[config.mk]
export PLATFORM = sky130hd
export DESIGN_NAME = clk_meas
export DESIGN_NICKNAME = d
export VERILOG_FILES = /design/src/rtl/clk_meas.sv
export SDC_FILE = /design/constraint.sdc
export NUM_CORES = 1
export LEC_CHECK = 0
export ABC_AREA = 1
export CAP_MARGIN = 20
export CORE_ASPECT_RATIO = 1.2
export CORE_MARGIN = 10
export CORE_UTILIZATION = 25
export CTS_BUF_LIST = sky130_fd_sc_hd__clkbuf_8
export CTS_CLUSTER_SIZE = 25
export DETAILED_ROUTE_END_ITERATION = 10
export GPL_ROUTABILITY_DRIVEN = 0
export GPL_TIMING_DRIVEN = 0
export PLACE_DENSITY = 0.4
export SYNTH_ARGS = -nofsm -noshare
export SYNTH_HDL_FRONTEND = slang
export SYNTH_SLANG_ARGS = --single-unit
[constraint.sdc]
create_clock -name clk_in -period 6.2 [get_ports clk_in]
set_input_delay 1.24 -clock clk_in [delete_from_list [all_inputs] [get_ports clk_in]]
set_output_delay 1.24 -clock clk_in [all_outputs]
set_load 0.05 [all_outputs]
[src/rtl/clk_meas.sv]
// clk_meas: measures the period and high time of a slow clock or strobe in
// clk_in cycles, with sticky stall detection and a lock flag that is set
// while consecutive captured periods match.
module clk_meas #(
  parameter int          WIDTH       = 32,
  parameter int          SYNC_STAGES = 2,
  parameter int unsigned TIMEOUT     = 1000000
) (
  input  logic             clk_in,
  input  logic             rst,
  input  logic             enable,
  input  logic             sig_in,
  output logic [WIDTH-1:0] period_out,
  output logic [WIDTH-1:0] high_out,
  output logic             valid,
  output logic             timeout,
  output logic             locked
);

  typedef enum logic [1:0] {IDLE, ARM, MEAS} state_t;

  localparam logic [WIDTH-1:0] TO_W  = WIDTH'(TIMEOUT);
  localparam logic [WIDTH-1:0] ONE_W = WIDTH'(1);

  logic [SYNC_STAGES-1:0] sync_q;
  logic                   s_d_q;
  logic                   s, rise, fall;

  state_t                 state_q, state_d;
  logic [WIDTH-1:0]       cnt_q, cnt_d;
  logic [WIDTH-1:0]       hcnt_q, hcnt_d;
  logic [WIDTH-1:0]       period_q, period_d;
  logic [WIDTH-1:0]       high_q, high_d;
  logic                   valid_q, valid_d;
  logic                   timeout_q, timeout_d;
  logic                   locked_q, locked_d;
  // Set once a period has been captured since the last ARM, so the first
  // capture never compares against a stale period from an earlier run.
  logic                   have_prev_q, have_prev_d;

  assign s    = sync_q[SYNC_STAGES-1];
  assign rise = s & ~s_d_q;
  assign fall = ~s & s_d_q;

  // Synchronizer chain on sig_in plus one delay flop for edge detection.
  always_ff @(posedge clk_in or posedge rst) begin
    if (rst) begin
      sync_q <= '0;
      s_d_q  <= 1'b0;
    end else begin
      sync_q <= {sync_q[SYNC_STAGES-2:0], sig_in};
      s_d_q  <= s;
    end
  end

  // State, counters and result registers.
  always_ff @(posedge clk_in or posedge rst) begin
    if (rst) begin
      state_q     <= IDLE;
      cnt_q       <= '0;
      hcnt_q      <= '0;
      period_q    <= '0;
      high_q      <= '0;
      valid_q     <= 1'b0;
      timeout_q   <= 1'b0;
      locked_q    <= 1'b0;
      have_prev_q <= 1'b0;
    end else begin
      state_q     <= state_d;
      cnt_q       <= cnt_d;
      hcnt_q      <= hcnt_d;
      period_q    <= period_d;
      high_q      <= high_d;
      valid_q     <= valid_d;
      timeout_q   <= timeout_d;
      locked_q    <= locked_d;
      have_prev_q <= have_prev_d;
    end
  end

  // Next-state logic: enable low dominates, a rise beats a same-cycle timeout.
  always_comb begin
    state_d     = state_q;
    cnt_d       = cnt_q;
    hcnt_d      = hcnt_q;
    period_d    = period_q;
    high_d      = high_q;
    valid_d     = 1'b0;
    timeout_d   = timeout_q;
    locked_d    = locked_q;
    have_prev_d = have_prev_q;

    if (!enable) begin
      state_d     = IDLE;
      cnt_d       = '0;
      hcnt_d      = '0;
      locked_d    = 1'b0;
      have_prev_d = 1'b0;
    end else begin
      case (state_q)
        IDLE: begin
          state_d     = ARM;
          cnt_d       = '0;
          hcnt_d      = '0;
          have_prev_d = 1'b0;
        end
        ARM: begin
          if (rise) begin
            state_d = MEAS;
            cnt_d   = ONE_W;
            hcnt_d  = '0;
          end else if (cnt_q == TO_W) begin
            timeout_d = 1'b1;
            locked_d  = 1'b0;
            cnt_d     = '0;
          end else begin
            cnt_d = cnt_q + ONE_W;
          end
        end
        MEAS: begin
          if (rise) begin
            period_d    = cnt_q;
            high_d      = hcnt_q;
            valid_d     = 1'b1;
            timeout_d   = 1'b0;
            locked_d    = have_prev_q && (cnt_q == period_q);
            have_prev_d = 1'b1;
            cnt_d       = ONE_W;
            hcnt_d      = '0;
          end else if (cnt_q == TO_W) begin
            state_d     = ARM;
            timeout_d   = 1'b1;
            locked_d    = 1'b0;
            have_prev_d = 1'b0;
            cnt_d       = '0;
            hcnt_d      = '0;
          end else begin
            cnt_d = cnt_q + ONE_W;
            if (fall) hcnt_d = cnt_q;
          end
        end
        default: state_d = IDLE;
      endcase
    end
  end

  assign period_out = period_q;
  assign high_out   = high_q;
  assign valid      = valid_q;
  assign timeout    = timeout_q;
  assign locked     = locked_q;

endmodule

# ---- Word level (Yosys, flattened, before mapping)
# Index checks and enable logic that the tools add are counted.
dict set report classes {
  addsub 1
  eq_ne 15
  mux 31
  n_bitwise 4
  reduce_logical 10
}
# op n
set op_table {}
lappend op_table {{2-to-1 mux 32 bit} 8}
lappend op_table {{case mux 32 bit (3 select lines)} 1}
lappend op_table {{case mux 32 bit (2 select lines)} 1}
lappend op_table {{adder 32 x 1 -> 32 bit, second input constant} 1}
lappend op_table {{equality test 32 x 20 -> 1 bit, second input constant} 1}
lappend op_table {{equality test 32 bit} 1}
lappend op_table {{2-to-1 mux 1 bit} 13}
lappend op_table {{inequality test 3 bit, second input constant} 4}
lappend op_table {{AND reduction 3 bit} 4}
lappend op_table {{2-to-1 mux 2 bit} 4}
lappend op_table {{inequality test 3 x 1 -> 1 bit, second input constant} 2}
lappend op_table {{case mux 1 bit (2 select lines)} 3}
lappend op_table {{case mux 2 bit (3 select lines)} 1}
lappend op_table {{inequality test 5 bit, second input constant} 1}
lappend op_table {{inequality test 4 x 1 -> 1 bit, second input constant} 1}
lappend op_table {{inequality test 4 bit, second input constant} 1}
lappend op_table {{AND reduction 2 bit} 2}
lappend op_table {{inequality test 3 x 2 -> 1 bit, second input constant} 1}
lappend op_table {{bitwise AND 1 bit} 2}
lappend op_table {{equality test 2 x 1 -> 1 bit, second input constant} 1}
lappend op_table {{equality test 2 bit, second input constant} 1}
lappend op_table {{zero test 2 bit} 1}
lappend op_table {{inequality test 2 bit, second input constant} 1}
lappend op_table {{NOT 1 bit} 2}
lappend op_table {{other kinds (3)} 3}
dict set report totals {
  ff_bits 137
  inputBits 4
  wordCells 72
}

# ---- Logic depth before layout (Yosys ltp)
# Gate-level depths: netlist of run 1.
dict set report logic_depth {
  word_depth 7
  mapped_depth 13
  mapped_depth_nobuf 12
}

# ---- Worst setup path after synthesis of run 1
# No wires, ideal clock.
dict set report synth_timing {
  kind {input-to-reg}
  startpoint {input port enable}
  endpoint {register cnt_q[2]}
  arrival_time_ps 2233
  t_required_ps 6068
  setup_slack_ps 3835
  stages 7
  path_buffers 2
  path_cell_list {buf_4 -> inv_2 -> nor3_4 -> inv_4 -> buf_2 -> a21oi_1 -> nor3_2}
}
dict set report synth_between {
  elab_chain_len 1
  elab_cells_between_ends 2
  cone_classes {1 x eq/ne; 1 x mux}
}
# item line_no
set synth_rtl {}
lappend synth_rtl {{start, declared} 11} ;# input logic enable,
lappend synth_rtl {{inequality test 3 x 2 -> 1 bit (no line) or 2-to-1 mux 32 bit (tied branches)} -}
lappend synth_rtl {{end signal, assigned} 70} ;# cnt_q <= cnt_d;
lappend synth_rtl {{end, declared} 30} ;# logic [WIDTH-1:0] cnt_q, cnt_d;
# Parallel ways exist; a longest one is shown, timed or not.
# A chain may end at the register's enable or synchronous reset.

# ---- Worst setup path in the final report of run 1
dict set report layout_timing {
  startpoint {register period_q[22], in the netlist period_out[22]}
  endpoint {output port period_out[22]}
}
# item line_no
set layout_lines {}
lappend layout_lines {{start, declared} 32} ;# logic [WIDTH-1:0] period_q, period_d;
lappend layout_lines {{start signal, assigned} 72} ;# period_q <= period_d;
lappend layout_lines {{end, declared} 13} ;# output logic [WIDTH-1:0] period_out,
# No word-level cell between the ends.

==> results of run 1 <==
final cells by class:
type | count | area [um^2] | share of cell area (%)
Buffer | 37 | 228 | 2.64
Clock buffer | 17 | 234 | 2.71
Clock inverter | 15 | 154 | 1.78
Inverter | 102 | 395 | 4.58
Multi-Input combinational cell | 659 | 3000 | 34.7
Sequential cell | 137 | 3430 | 39.7
Tap cell | 379 | 474 | 5.49
Timing Repair Buffer | 70 | 718 | 8.32
registers in the layout, summed over array words and instances, names as in the netlist:
| register | flops |
|---|---|
| have_prev_q | 1 |
| s_d_q | 1 |
| state_q | 2 |
| valid | 1 |
| timeout | 1 |
| locked | 1 |
| high_out | 32 |
| sync_q | 2 |
| hcnt_q | 32 |
| cnt_q | 32 |
| period_out | 32 |
logic make-up after synthesis:
logic type               after synthesis  synth area share (%)
flip-flops                           137                  48.7
AND/OR/NAND/NOR                      565                  34.0
XOR/XNOR                              16                  1.99
buffers and inverters                139                  8.77
AO/OA/AOI/OAI                         72                  5.56
adder cells (fa/ha/maj)                6                  1.07
metal layers:
metal | global-route usage, % | vias up | share of wire [%]
met2 | 24.5 | 111 | 50
met5 | 0 | - | 0
met4 | 4.75 | 0 | 2.4
li1 | - | 3094 | -
met1 | 17.1 | 2872 | 44
met3 | 2.57 | 27 | 3.5
how the worst max path moves through the flow:
| stage | startpoint | endpoint | slack, ns | cells past startpoint |
|---|---|---|---|---|
| floorplan | rst | cnt_q[0]$_DFFE_PP0P_ | 1.29 | 1 |
| global placement | rst | high_out[28]$_DFFE_PP0P_ | -1.21 | 2 |
| detailed placement | enable | cnt_q[24]$_DFFE_PP0P_ | 3.31 | 8 |
| CTS | period_out[22]$_DFFE_PP0P_ | period_out[22] | 3.12 | 1 |
| global route | period_out[1]$_DFFE_PP0P_ | period_out[1] | 3.10 | 1 |
| finish | period_out[22]$_DFFE_PP0P_ | period_out[22] | 3.17 | 1 |
placed cells by master, fill, tap and decap left out, drive strengths merged, types with 10 or more instances in the layout:
cell	netlist	routed
clkbuf	7	24
dfrtp	137	137
nand4	28	28
inv	100	103
nand3	24	24
nand2	372	372
clkdlybuf4s50	0	69
buf	30	31
nor3	23	23
o21ai	52	52
nor2	113	113
xor2	10	10
power by group through the flow:
stage          Clock (mW)  Sequential (mW)  Combinational (mW)
3_3_place_gp            0            0.955               0.554
4_1_cts             0.773            0.936               0.554
5_1_grt             0.816            0.940               0.597
3_5_place_dp            0            0.953               0.553
6_report            0.749            0.935               0.541
2_1_floorplan           0            0.970               0.355
cells in the mapped netlist (2+ instances only):
| cell | instances | area share [%] |
|---|---|---|
| nand2_1 | 369 | 20 |
| dfrtp_1 | 137 | 49 |
| nor2_1 | 105 | 5.6 |
| inv_1 | 91 | 4.8 |
| o21ai_0 | 38 | 2.7 |
| nand4_1 | 28 | 2.5 |
| nand3_1 | 21 | 1.5 |
| buf_2 | 17 | 1.2 |
| nor3_1 | 14 | 0.99 |
| o21ai_1 | 14 | 0.99 |
| xor2_1 | 10 | 1.2 |
| a21oi_1 | 8 | 0.57 |
| inv_2 | 8 | 0.43 |
| buf_6 | 7 | 1.1 |
| clkbuf_1 | 7 | 0.37 |
| nor3_2 | 7 | 0.99 |
| ha_1 | 6 | 1.1 |
| xnor2_1 | 6 | 0.75 |
| nor2_2 | 5 | 0.44 |
| buf_4 | 4 | 0.43 |
| o22ai_1 | 4 | 0.36 |
| a31oi_1 | 3 | 0.27 |
| nand3_2 | 3 | 0.43 |
| nor2_4 | 3 | 0.48 |
| buf_1 | 2 | 0.11 |
| nand2_2 | 2 | 0.18 |
| nor3_4 | 2 | 0.46 |
| nor3b_1 | 2 | 0.21 |
through the flow:
step                power, mW  hold slack [ns]  utilization [%]  cell area (um^2)
floorplan                1.32            0.331                -              7050
global placement         1.51            0.341             29.5              8210
detailed placement       1.51            0.336             29.6              8240
CTS                      2.26            0.355             31.0              8630
global route             2.35            0.366             31.0              8630
finish                   2.22            0.355             31.0              8630
==> flow_summary.json, run 1 <==
{
  "worst_ep_arrival_time_ns": 1.79,
  "r2r-start": "state_q[0]$_DFFE_PP0P_",
  "final.fill_count": 3125,
  "required_ns": 4.96,
  "max_stage_delay_ns": 0.85,
  "yosysSeqAreaShare_pct": 48.7,
  "tns_ns": 0,
  "io_pins": 71,
  "reg2reg_to": "cnt_q[24]$_DFFE_PP0P_",
  "syn_avg_cell_area_um2": 7.54,
  "setup_viol": 0,
  "start_util_pct": 25.3,
  "vias_per_cell": 4.31,
  "cts_hold_buf": 0,
  "min_period_ns": 3.03,
  "cp_num_buf_inv": 1,
  "grt_pass1_wl_um": 38200,
  "path_class": "flip-flop to output pin",
  "hold_viol": 0,
  "die_w_um": 173,
  "maxCapViolCount": 0,
  "clock.fmax_mhz": 330,
  "min_to": "sync_q[1]$_DFF_PP0_",
  "irDropWorstVdd_uv": 102,
  "async_flop_share_pct": 100,
  "syn_area_um2": 7050,
  "ys_seq_elements": 137,
  "r2r_cells": 8,
  "rsz0062_at_grt": "no",
  "grtUsageTotal_pct": 14.1,
  "hp-class": "flip-flop to flip-flop",
  "p_sw_mw": 0.800,
  "routed-via-count": 6104,
  "post-place-ws_ns": 3.31,
  "antenna_left": 0,
  "dp_cells": 1384,
  "drive_gt1_share_pct": 9.26,
  "wl_um": 24300,
  "cts_setup_buffers": 0,
  "drc_errors": 0,
  "cts-root-buf": "clkbuf_8",
  "core_area_um2": 27800,
  "path_max_fanout": 3,
  "ys_types": 40,
  "pwr-share-comb_pct": 24.3,
  "ff2ff_setup_slack_ns": 3.77,
  "status": "finished, final reports clean",
  "end_kind": "output pin",
  "period_share_pct": 48.9,
  "io_buffers": 69,
  "pwr-share-seq_pct": 42.0,
  "finalNonFillerCells": 1416,
  "worstMarginPinSlew_ns": 0.726,
  "num-nets-final": 1034,
  "die_y_um": 204,
  "synth_ff_type": "dfrtp_1",
  "cts_tree": "done",
  "diodes": 0,
  "first_iter_violations": 419,
  "synthToLayoutAreaGrowth_pct": 22.5,
  "cp_slowest_cell": "clkdlybuf4s50_1",
  "min_path_cells": 0,
  "clk_pin_slew_ns": 0.08,
  "die_area_um2": 35300,
  "slew_headroom_pct": 51.4,
  "p_int_mw": 1.42,
  "cts_buffers": 17,
  "synth_edf_count": 0,
  "skew_ns": 0.0191,
  "layout_setup_ws_ns": 3.17,
  "switching_share_pct": 36.0,
  "antenna_found_initial": 0,
  "crit_path_start_kind": "flip-flop",
  "path_delay_family": "buffers and inverters",
  "htree_levels": 4,
  "synth_nets": 945,
  "overflow": 0,
  "clockPowerShare_pct": 33.7,
  "first_global_vias": 6236,
  "wire_per_inst_um": 17.2,
  "synth_warnings": 0,
  "dr.pass1.iters": 5,
  "path_cells": "clkdlybuf4s50_1",
  "clk_latency_ns": 0.47,
  "grt_max_degree": 78,
  "hp-start": "sync_q[0]$_DFF_PP0_",
  "cts_max_path_buffers": 2,
  "post_cts_resize_count": 0,
  "numClockSinks": 137,
  "hpwl_um": 18500,
  "netlist_instances": 935,
  "fp-row-count": 67,
  "slew_viol_final": 0,
  "power_density_nw_per_um2": 258,
  "power.static_leakage_nw": 3.93
}
Power figures use the tool's default switching activity.
==> run 2, diff against run 1 <==
==> constraint.sdc (replaced) <==
create_clock -name clk_in -period 2.9 [get_ports clk_in]
set_input_delay 0.58 -clock clk_in [delete_from_list [all_inputs] [get_ports clk_in]]
set_output_delay 0.58 -clock clk_in [all_outputs]
set_load 0.05 [all_outputs]
==> run 2 against run 1 <==
Net effect:
- sequential power grew 110%
- routed wire length increased by 0.19%
- sequential share of layout area shrank 0.25 points
- critical endpoint is now period_out[5]
- highest routed layer unchanged
==> flow_summary.json, run 2 (synthesis results as in run 1) <==
{
  "status": "finished, final reports clean",
  "power_density_nw_per_um2": 558,
  "use_met1_pct": 16.8,
  "final_cell_mix": "369 x nand2_1, 137 x dfrtp_1, 105 x nor2_1, 91 x inv_1, 69 x clkdlybuf4s50_1",
  "synthToLayoutAreaGrowth_pct": 23.3,
  "slew_headroom_pct": 44.2,
  "crit_path_start_kind": "flip-flop",
  "fp-row-count": 67,
  "vias_per_cell": 4.30,
  "drive_gt1_share_pct": 9.43,
  "io_buffers": 69,
  "pwr-share-seq_pct": 41.2,
  "layout_setup_ws_ns": 0.521,
  "use_met3_pct": 2.14,
  "path_class": "flip-flop to output pin",
  "grt_max_degree": 39,
  "die_area_um2": 35300,
  "max_stage_delay_ns": 0.85,
  "hold_viol": 0,
  "grt_pass1_wl_um": 38100,
  "hp-class": "flip-flop to flip-flop",
  "first_global_vias": 6275,
  "io_pins": 71,
  "first_iter_violations": 372,
  "cts_max_path_buffers": 2,
  "period_share_pct": 82.0,
  "end_kind": "output pin",
  "cts_buffers": 17,
  "cts-root-buf": "clkbuf_8",
  "slew_viol_final": 0,
  "switching_share_pct": 35.3,
  "post_cts_resize_count": 0,
  "num-nets-final": 1036,
  "worstMarginPinSlew_ns": 0.835,
  "gr-usage-met2_pct": 25.0,
  "hp-start": "sync_q[0]$_DFF_PP0_",
  "rsz0062_at_grt": "no",
  "p_sw_mw": 1.71,
  "placed_area_um2": 8270,
  "routed-via-count": 6100,
  "skew_ns": 0.0199,
  "wire_per_inst_um": 17.2,
  "hpwl_um": 19000,
  "overflow": 0,
  "antenna_left": 0,
  "clk_pin_slew_ns": 0.09,
  "wl_um": 24400,
  "mostFrequentLayoutCell": "nand2_1",
  "die_w_um": 173,
  "power.static_leakage_nw": 3.94,
  "antenna_found_initial": 0,
  "dr.pass1.iters": 5,
  "worst_ep_arrival_time_ns": 1.80,
  "maxCapViolCount": 0,
  "required_ns": 2.32,
  "min_period_ns": 2.38,
  "clock.fmax_mhz": 420,
  "htree_levels": 4,
  "startpoint": "period_out[5]$_DFFE_PP0P_",
  "cp_num_buf_inv": 1,
  "numClockSinks": 137,
  "dp_cells": 1386,
  "r2r-start": "state_q[0]$_DFFE_PP0P_",
  "cts_hold_buf": 0,
  "finalNonFillerCells": 1418,
  "core_area_um2": 27800,
  "clk_latency_ns": 0.48,
  "cts_tree": "done",
  "drc_errors": 0,
  "cts_setup_buffers": 0,
  "p_int_mw": 3.13,
  "grt_busiest_layer": "met2",
  "grtUsageTotal_pct": 14.0,
  "fin_area_um2": 8680,
  "cp_slowest_cell": "clkdlybuf4s50_1",
  "diodes": 0,
  "total_power_mw": 4.85,
  "clockPowerShare_pct": 34.9,
  "irDropWorstVdd_uv": 244,
  "path_max_fanout": 4,
  "start_util_pct": 25.3,
  "setup_viol": 0,
  "pwr-share-comb_pct": 24.0,
  "path_delay_family": "buffers and inverters",
  "die_y_um": 204,
  "post-place-ws_ns": 0.505,
  "path_cells": "clkdlybuf4s50_1"
}
[run 2: cell types whose count changed in the layout (fill, tap and decap cells not counted), sizes merged]
cell	previous run	this run
buf	31	33
inv	103	102
clkinv	9	6
clkinvlp	3	6
bufinv	2	3
[run 2: power groups by stage]
| stage | Combinational [mW] | Sequential (mW) | Clock, mW |
|---|---|---|---|
| 3_3_place_gp | 1.19 | 2.04 | 0 |
| 5_1_grt | 1.29 | 2.01 | 1.81 |
| 6_report | 1.16 | 2.00 | 1.69 |
| 3_5_place_dp | 1.19 | 2.03 | 0 |
| 2_1_floorplan | 0.759 | 2.07 | 0 |
| 4_1_cts | 1.19 | 2.00 | 1.75 |
[run 2: layout make-up]
type,count,area [um^2]
Fill cell,3086,19100
Sequential cell,137,3430
Multi-Input combinational cell,659,3000
Timing Repair Buffer,72,751
Tap cell,379,474
Inverter,102,394
Clock buffer,17,234
Buffer,37,228
Clock inverter,15,176
[run 2: path summary, 6_finish.rpt]
check                      slack [ns]  depth (start not counted)                    endpoint
setup / recovery                 0.52                          1               period_out[5]
hold / removal                   0.35                          0         sync_q[1]$_DFF_PP0_
setup reg to reg                 0.52                          8       cnt_q[24]$_DFFE_PP0P_
hold reg to reg                  0.35                          0         sync_q[1]$_DFF_PP0_
max in group asynchronous        1.13                          5  period_out[29]$_DFFE_PP0P_
min in group asynchronous        0.59                          2    high_out[12]$_DFFE_PP0P_
[run 2: stage by stage]
step / hold slack (ns) / TNS (ns) / utilization, %
after floorplan: 0.331 / 0 / -
after global placement: 0.335 / -123.37 / 29.5
after detailed placement: 0.337 / 0 / 29.7
after CTS: 0.356 / 0 / 31.2
after global routing: 0.366 / 0 / 31.2
final: 0.352 / 0 / 31.2
[run 2: routing by layer]
| layer | wire length [um] | up-vias |
|---|---|---|
| li1 | - | 3082 |
| met1 | 10800 | 2884 |
| met2 | 12300 | 108 |
| met3 | 780 | 26 |
| met4 | 499 | 0 |
| met5 | 0 | - |
==> run 3, diff against run 2 <==
==> constraint.sdc (replaced) <==
create_clock -name clk_in -period 2.41 [get_ports clk_in]
set_input_delay 0.482 -clock clk_in [delete_from_list [all_inputs] [get_ports clk_in]]
set_output_delay 0.482 -clock clk_in [all_outputs]
set_load 0.05 [all_outputs]
==> run 3 against run 2 <==
Net effect:
- largest power group unchanged
- first-iteration DRC count increased by 7.3%
- critical path depth unchanged
- cell count increased by 0.21%
- via count about the same
- register-to-register slack got worse by 0.30 ns
==> flow_summary.json, run 3 (synthesis results as in run 1) <==
{
  "status": "finished, final reports clean",
  "setup_viol": 0,
  "layout_setup_ws_ns": 0.120,
  "cts-root-buf": "clkbuf_8",
  "path_cells": "clkdlybuf4s50_1",
  "cp_slowest_cell": "clkdlybuf4s50_1",
  "drc_errors": 0,
  "irDropWorstVdd_uv": 301,
  "path_max_fanout": 4,
  "hp-class": "primary input to flip-flop",
  "wl_um": 24400,
  "final.fill_count": 3083,
  "finalNonFillerCells": 1421,
  "cts_buffers": 17,
  "cp_num_buf_inv": 1,
  "grt_pass1_wl_um": 38100,
  "overflow": 0,
  "io_buffers": 69,
  "tns_ns": 0,
  "skew_ns": 0.0214,
  "htree_levels": 4,
  "maxCapViolCount": 0,
  "rsz0062_at_grt": "no",
  "path_delay_family": "buffers and inverters",
  "power.static_leakage_nw": 3.97,
  "numClockSinks": 137,
  "hpwl_um": 19000,
  "first_iter_violations": 399,
  "synthToLayoutAreaGrowth_pct": 23.8,
  "vias_per_cell": 4.29,
  "cts_tree": "done",
  "mostFrequentLayoutCell": "nand2_1",
  "die_w_um": 173,
  "crit_path_start_kind": "flip-flop",
  "max_stage_delay_ns": 0.85,
  "min_period_ns": 2.29,
  "cts_hold_buf": 0,
  "worst_ep_arrival_time_ns": 1.81,
  "routed-via-count": 6101,
  "grtUsageTotal_pct": 14.0,
  "grt_max_degree": 39,
  "first_global_vias": 6275,
  "end_kind": "output pin",
  "io_pins": 71,
  "hold_viol": 0,
  "fp-row-count": 67,
  "dr.pass1.iters": 5,
  "clk_latency_ns": 0.49,
  "start_util_pct": 25.3,
  "die_area_um2": 35300,
  "path_class": "flip-flop to output pin",
  "dp_cells": 1386,
  "core_area_um2": 27800,
  "antenna_left": 0,
  "die_y_um": 204,
  "fin_hold_ws_ns": 0.332,
  "num-nets-final": 1039,
  "clk_pin_slew_ns": 0.09,
  "cts_max_path_buffers": 2,
  "antenna_found_initial": 0,
  "drive_gt1_share_pct": 9.98,
  "slew_headroom_pct": 44.2,
  "post-place-ws_ns": 0.0420,
  "power_density_nw_per_um2": 675,
  "worstMarginPinSlew_ns": 0.835,
  "clock.fmax_mhz": 437,
  "wire_per_inst_um": 17.2,
  "required_ns": 1.93,
  "slew_viol_final": 0,
  "period_share_pct": 95.0,
  "diodes": 0,
  "final_cell_mix": "368 x nand2_1, 137 x dfrtp_1, 105 x nor2_1, 91 x inv_1, 69 x clkdlybuf4s50_1"
}
## run 3: where the power goes
part           switching (mW)  leakage, nW  internal, mW
Clock                    1.01        0.196          1.02
Combinational            1.01         1.87         0.446
Sequential             0.0567         1.90          2.35
## run 3: layer usage
layer  global-route usage, %  vias to the layer above  routed length, um
li1                        -                     3088                  -
met1                    16.8                     2881              10800
met2                    25.0                      108              12300
met3                    2.14                       24                768
met4                    5.09                        0                490
met5                       0                        -                  0
## run 3: path summary, 6_finish.rpt
check / slack [ns] / to / cells past startpoint / start
worst max-delay path: 0.12 / period_out[5] / 1 / period_out[5]$_DFFE_PP0P_
worst min-delay path: 0.33 / locked$_DFFE_PP0P_ / 3 / enable
worst max register to register: 0.22 / period_out[2]$_DFFE_PP0P_ / 9 / state_q[0]$_DFFE_PP0P_
worst min register to register: 0.35 / sync_q[1]$_DFF_PP0_ / 0 / sync_q[0]$_DFF_PP0_
max in group asynchronous: 0.74 / high_out[30]$_DFFE_PP0P_ / 5 / rst
min in group asynchronous: 0.49 / high_out[12]$_DFFE_PP0P_ / 2 / rst
## run 3: per-stage QoR
step	total power, mW	utilization [%]	instance area, um^2
after floorplan	3.41	-	7050
after global placement	3.88	29.5	8210
after detailed placement	3.88	29.7	8270
after CTS	5.94	31.2	8680
after global routing	6.20	31.3	8720
final	5.89	31.3	8720
## run 3: cell type report
type,count,area (um^2),share of cell area [%]
well taps,379,474,5.44
flip-flops and latches,137,3430,39.3
clock inverters,15,176,2.02
clock buffers,17,234,2.68
multi-input cells,659,3000,34.4
plain buffers,37,230,2.64
inverters,102,394,4.52
repair buffers,75,786,9.01
## run 3: repair_timing
action | 4_1_cts | 5_1_grt
setup buffers | 0 | 3
setup endpoints to repair | 0 | 47
gates resized for setup | 0 | 3
